### src/rtl/arith_pkg.sv
// Shared arithmetic-datapath definitions.
// - ARITH_WIDTH : default operand width, common to the Wallace multiplier and the divider
// - div_state_t : divider FSM state encoding (IDLE, RUN, DONE) in 2 bits
package arith_pkg;

    localparam int ARITH_WIDTH = 8;

    typedef enum logic [1:0] {
        IDLE = 2'd0,
        RUN  = 2'd1,
        DONE = 2'd2
    } div_state_t;

endpackage

### src/rtl/seq_restoring_divider_sub_row.sv
// sub_row: N-bit ripple subtractor built from full-subtractor cells.
// Ports:
// - a    in  N  minuend
// - b    in  N  subtrahend
// - diff out N  a - b (modulo 2^N)
// - bout out 1  final borrow; 1 when a < b
module sub_row #(
    parameter int N = 9
) (
    input  logic [N-1:0] a,
    input  logic [N-1:0] b,
    output logic [N-1:0] diff,
    output logic         bout
);

    // borrow[0] is the (zero) borrow into the LSB cell.
    logic [N:0] borrow;

    assign borrow[0] = 1'b0;

    generate
        for (genvar gi = 0; gi < N; gi++) begin : g_cell
            assign diff[gi]       = a[gi] ^ b[gi] ^ borrow[gi];
            assign borrow[gi + 1] = (~a[gi] & b[gi]) | (~(a[gi] ^ b[gi]) & borrow[gi]);
        end
    endgenerate

    assign bout = borrow[N];

endmodule

### src/rtl/seq_restoring_divider.sv
// seq_restoring_divider: sequential unsigned restoring divider, one quotient bit
// per clock, start/busy/done handshake.
// Ports:
// - clk, rst              clock, synchronous active-high reset
// - start                 request a division (accepted only in IDLE)
// - dividend, divisor     operands, captured when start is accepted
// - busy                  high while iterating
// - done                  one-cycle pulse, results valid
// - quotient, remainder   registered results, held until the next completion
// - div_by_zero           set with done when the captured divisor was zero
module seq_restoring_divider
    import arith_pkg::*;
#(
    parameter int WIDTH = ARITH_WIDTH
) (
    input  logic             clk,
    input  logic             rst,
    input  logic             start,
    input  logic [WIDTH-1:0] dividend,
    input  logic [WIDTH-1:0] divisor,
    output logic             busy,
    output logic             done,
    output logic [WIDTH-1:0] quotient,
    output logic [WIDTH-1:0] remainder,
    output logic             div_by_zero
);

    localparam int              CW   = $clog2(WIDTH) + 1;
    localparam logic [CW-1:0]   LAST = CW'(WIDTH - 1);

    div_state_t       state_reg;
    logic [CW-1:0]    count_reg;
    logic [WIDTH-1:0] a_reg;      // dividend shifting out, quotient shifting in
    logic [WIDTH-1:0] p_reg;      // partial remainder
    logic [WIDTH-1:0] dvs_reg;    // captured divisor
    logic             busy_reg;
    logic             done_reg;
    logic [WIDTH-1:0] quotient_reg;
    logic [WIDTH-1:0] remainder_reg;
    logic             dbz_reg;

    // P stays below the divisor after every step, so it fits in WIDTH bits;
    // only the shifted value P' needs the extra bit.
    logic [WIDTH:0]   p_shift;
    logic [WIDTH:0]   diff;
    logic             borrow;
    logic             keep;
    logic [WIDTH-1:0] p_next;
    logic [WIDTH-1:0] a_next;

    assign p_shift = {p_reg, a_reg[WIDTH-1]};

    sub_row #(
        .N(WIDTH + 1)
    ) u_sub_row (
        .a    (p_shift),
        .b    ({1'b0, dvs_reg}),
        .diff (diff),
        .bout (borrow)
    );

    // With P' < 2*divisor a non-borrowing difference always has a clear
    // MSB, so both indicators agree; keep only when neither says negative.
    assign keep   = ~borrow & ~diff[WIDTH];
    assign p_next = keep ? diff[WIDTH-1:0] : p_shift[WIDTH-1:0];
    assign a_next = {a_reg[WIDTH-2:0], keep};

    always_ff @(posedge clk) begin
        if (rst) begin
            state_reg     <= IDLE;
            count_reg     <= '0;
            a_reg         <= '0;
            p_reg         <= '0;
            dvs_reg       <= '0;
            busy_reg      <= 1'b0;
            done_reg      <= 1'b0;
            quotient_reg  <= '0;
            remainder_reg <= '0;
            dbz_reg       <= 1'b0;
        end else begin
            case (state_reg)
                IDLE: begin
                    if (start) begin
                        dvs_reg   <= divisor;
                        a_reg     <= dividend;
                        p_reg     <= '0;
                        count_reg <= '0;
                        if (divisor == '0) begin
                            // Skip iteration entirely; result is defined directly.
                            state_reg     <= DONE;
                            done_reg      <= 1'b1;
                            quotient_reg  <= '1;
                            remainder_reg <= dividend;
                            dbz_reg       <= 1'b1;
                        end else begin
                            state_reg <= RUN;
                            busy_reg  <= 1'b1;
                        end
                    end
                end
                RUN: begin
                    a_reg     <= a_next;
                    p_reg     <= p_next;
                    count_reg <= count_reg + 1'b1;
                    if (count_reg == LAST) begin
                        state_reg     <= DONE;
                        busy_reg      <= 1'b0;
                        done_reg      <= 1'b1;
                        quotient_reg  <= a_next;
                        remainder_reg <= p_next;
                        dbz_reg       <= 1'b0;
                    end
                end
                DONE: begin
                    state_reg <= IDLE;
                    done_reg  <= 1'b0;
                end
                default: begin
                    state_reg <= IDLE;
                    busy_reg  <= 1'b0;
                    done_reg  <= 1'b0;
                end
            endcase
        end
    end

    assign busy        = busy_reg;
    assign done        = done_reg;
    assign quotient    = quotient_reg;
    assign remainder   = remainder_reg;
    assign div_by_zero = dbz_reg;

endmodule

### config.mk
export PLATFORM = sky130hd
export DESIGN_NAME = seq_restoring_divider
export DESIGN_NICKNAME = d
export VERILOG_FILES = /design/src/rtl/arith_pkg.sv /design/src/rtl/seq_restoring_divider_sub_row.sv /design/src/rtl/seq_restoring_divider.sv
export SDC_FILE = /design/constraint.sdc
export NUM_CORES = 1
export LEC_CHECK = 0
export BUFFER_PORTS_ARGS = -buffer_cell sky130_fd_sc_hd__buf_2
export CELL_PAD_IN_SITES_DETAIL_PLACEMENT = 2
export CELL_PAD_IN_SITES_GLOBAL_PLACEMENT = 2
export CORE_ASPECT_RATIO = 0.9
export CORE_UTILIZATION = 34
export DETAILED_ROUTE_END_ITERATION = 10
export GPL_TIMING_DRIVEN = 0
export PLACE_DENSITY_LB_ADDON = 0.1
export SYNTH_ARGS = -nofsm -noshare
export SYNTH_HDL_FRONTEND = slang
export SYNTH_SLANG_ARGS = --single-unit
### constraint.sdc
create_clock -name clk -period 4.7 [get_ports clk]
set_clock_uncertainty 0.05 [all_clocks]
set_input_delay 1.41 -clock clk [delete_from_list [all_inputs] [get_ports clk]]
set_output_delay 1.41 -clock clk [all_outputs]
set_load 0.02 [all_outputs]
==> impl_results.md <==
* Number of remaining DRC errors at 0
* Router iterations before antenna repair at 4
* Fillers at 728
* Starting Density at 0.3618
* F_max at roughly 220 MHz
* Crit start category: flop
* Max IR drop VDD at 0.1662 mV
* Max_cap viols at 0
* Clk_lat worst skew at 0.31 ns
* Post-synthesis mux area share at 0.008806
* DR vias at 1,998
* Tmin final at approximately 4.5 ns
* Detailed placer's ending HPWL at about 5200 um
* Clock power frac at 0.293
* Die area at 0.007018 mm^2
* Die Width at 88.20 um
* R2R Setup Slk at 0.16 ns
* Yosys reg bits at 49
* Hold Crit Class: flop to flop
* Post-synthesis xor/xnor area fraction at 0.007705
* Detail Route Antenna Nets at 0
* Post-synth cell types at 41
* Port Buffers at 37
* First-pass GRT wire length at 11,270 um
* Setup tns final at 0 ns
* Share of cells above drive strength 1 at 0.2678
* Final WL at around 7400 um
* Final Setup Violations at 0
* Layout Nets at 323
* Reg clk slew, reported paths at roughly 0.090 ns
* GRT overflow at 0
* Avg Inst Size Synth at 9.130 um^2
* Syn-to-layout area delta at 19.98%
* Sw Share at 0.3137
* Vias in the first global route at 2,083
* Placed instance area at 0.002567 mm^2
* Die height at 79.58 um
* CTS tree: yes
* GRT Util Overall at 0.2187
* Fin area at 0.002728 mm^2
* Vias per cell at approximately 5.2
* Cells after synthesis at 249
* Simple-Gate Fraction of Synth Area at 0.1701
* Outcome: completed
* Commonest non-fill, non-tap cells in the layout: nand2_1 (49), dfxtp_1 (49), buf_2 (40)
* H-tree levels at 2
* Tot Pwr at 1.037 mW
* Post-cts hold buffer count at 0
* RePlAce Congestion at 0.7815
* Row count at 27
* Pwr Density at ~380 mW/mm^2
* Sw Pwr at 325.4 uW
* First DRT Iteration DRCs at a little under 50
* Syn nets at ~280
* TritonCTS Sinks at 49
* Cell internal pwr at 711.9 uW
* Relative slew slack at 0.5894
* Largest family of logic cells by synthesized area: compound AO/OA/AOI/OAI gates
* Largest net degree at the start of global routing at 15
* YS warnings at 0
* Crit Path Max Fanout at 10
* Core ar. at 0.006284 mm^2
* Critical Path RT at between 4 and 5 ns
* CP Capture Type: flop
* Root Driver: clkbuf_8
* Final hold vios at 0
* Crit share post-route at 0.9664
* Antenna violations before repair at 0
* # IOs at 38
* Bufs on Longest Clock Path at 2
* Flop pwr share at 0.444
* Fin util at 0.4341
* Combinational cell fraction of total power at 0.263
* Critical path class: flop to flop
* Final Max Tran Viols at 0
* ANT cells at 0
* Adder-Cell Fraction of Synth Area at 0.07265
* Sequential-to-total area share from yosys stat at 0.4315
* CP arrival at 4.67 ns
* Cell Area, Synth at 0.002273 mm^2
* Wirelength per Cell at 19.30 um
* Complex-gate fraction of the synthesized area at 0.2174
* P_leak at 1.092 nW
* Worst slew pin tran at roughly 0.62 ns
* CTS Buf Count at 5
-- worst max-delay path: stages (launching register included) --
cell,delay [ns]
dfxtp_1,0.39
inv_1,0.06
ha_1,0.19
inv_1,0.06
fa_1,0.17
inv_1,0.05
fa_1,0.38
fa_1,0.40
fa_1,0.41
fa_1,0.40
fa_1,0.41
fa_1,0.47
xnor2_4,0.20
buf_12,0.15
clkbuf_8,0.17
o211ai_1,0.32
a31oi_1,0.15
-- final timing paths --
check / startpoint / end / cells after the start
hold / removal: done / done / 1
setup reg to reg: a_reg[7] / remainder[2] / 16
hold reg to reg: done / done / 1
setup / recovery: a_reg[7] / remainder[2] / 16
-- stage by stage --
step | cells | hold WS (ns) | setup slack [ns]
2_1_floorplan | 249 | 0.3863 | 0.4422
3_3_place_gp | 373 | 0.3952 | -0.07121
3_5_place_dp | 373 | 0.3974 | -0.1549
4_1_cts | 380 | 0.4151 | 0.06123
5_1_grt | 382 | 0.4560 | -0.0009881
6_report | 382 | 0.4133 | 0.1577
-- power groups by stage --
stage / clock network [mW] / logic [mW] / registers (mW)
after floorplan: 0 / 0.149 / 0.465
after global placement: 0 / 0.213 / 0.468
after detailed placement: 0 / 0.222 / 0.469
after CTS: 0.312 / 0.227 / 0.460
after global routing: 0.322 / 0.297 / 0.464
final: 0.304 / 0.273 / 0.460
-- routing by layer --
layer / GRT usage / share of wire
met4: 0.06129 / 0.0087
met3: 0.03413 / 0.019
met2: 0.3769 / 0.52
met5: 0 / 0
met1: 0.2808 / 0.45
-- what timing repair did --
action,in CTS,in global routing
setup buffers,0,2
resized for setup,1,3
pin swaps,0,1
setup endpoints to repair,10,4
cloned,0,0
-- kinds of logic after synthesis --
kind of cell | Yosys count
AOI/OAI and AO/OA | 71
xor gates and xnor gates | 2
and+or+nand+nor | 82
muxes | 2
adders and majority gates | 9
buffers and inverters | 34
DFF | 49
-- layout make-up --
cell class	count	area (um^2)	share of cell area
clock inverter	2	35.03	0.01284
clock buffer	5	68.82	0.02523
inverter	18	67.56	0.02477
timing repair buffer	39	212.7	0.07798
multi-input combinational	166	1112	0.4078
sequential	49	980.9	0.3596
tap	87	108.9	0.03991
buffer	16	141.4	0.05183
-- Yosys cell counts --
library cell   n  area share
nand2_1       49       0.081
a22oi_1        8       0.026
buf_6          2      0.0099
o211ai_1       6       0.020
xnor2_1        1      0.0039
and2b_1        2      0.0066
nor2_1        11       0.018
nand2b_1       2      0.0055
o21ai_0        2      0.0044
buf_2          3      0.0066
nand3b_1       2      0.0066
a21oi_1       28       0.062
clkbuf_1       5      0.0083
a221oi_1       1      0.0039
a31oi_1        8       0.022
fa_1           7       0.062
o221a_2        8       0.040
and4b_1        1      0.0044
xor2_1         1      0.0039
nand3_1        2      0.0044
and2_1         1      0.0028
nand2_4        1      0.0050
mux2i_1        2      0.0088
or2_1          1      0.0028
and2b_2        1      0.0039
a31oi_2        1      0.0055
nand4_1        1      0.0028
a31o_2         6       0.023
buf_8          2       0.013
nor4_2         1      0.0055
o21a_1         1      0.0033
ha_1           2       0.011
nor3_1         2      0.0044
a311oi_1       1      0.0039
a31o_1         1      0.0039
inv_1         18       0.030
nor4_1         2      0.0055
nand3_2        1      0.0044
dfxtp_1       49        0.43
nor3b_1        2      0.0066
clkbuf_8       4       0.024
(Power assumes the default switching activity.)
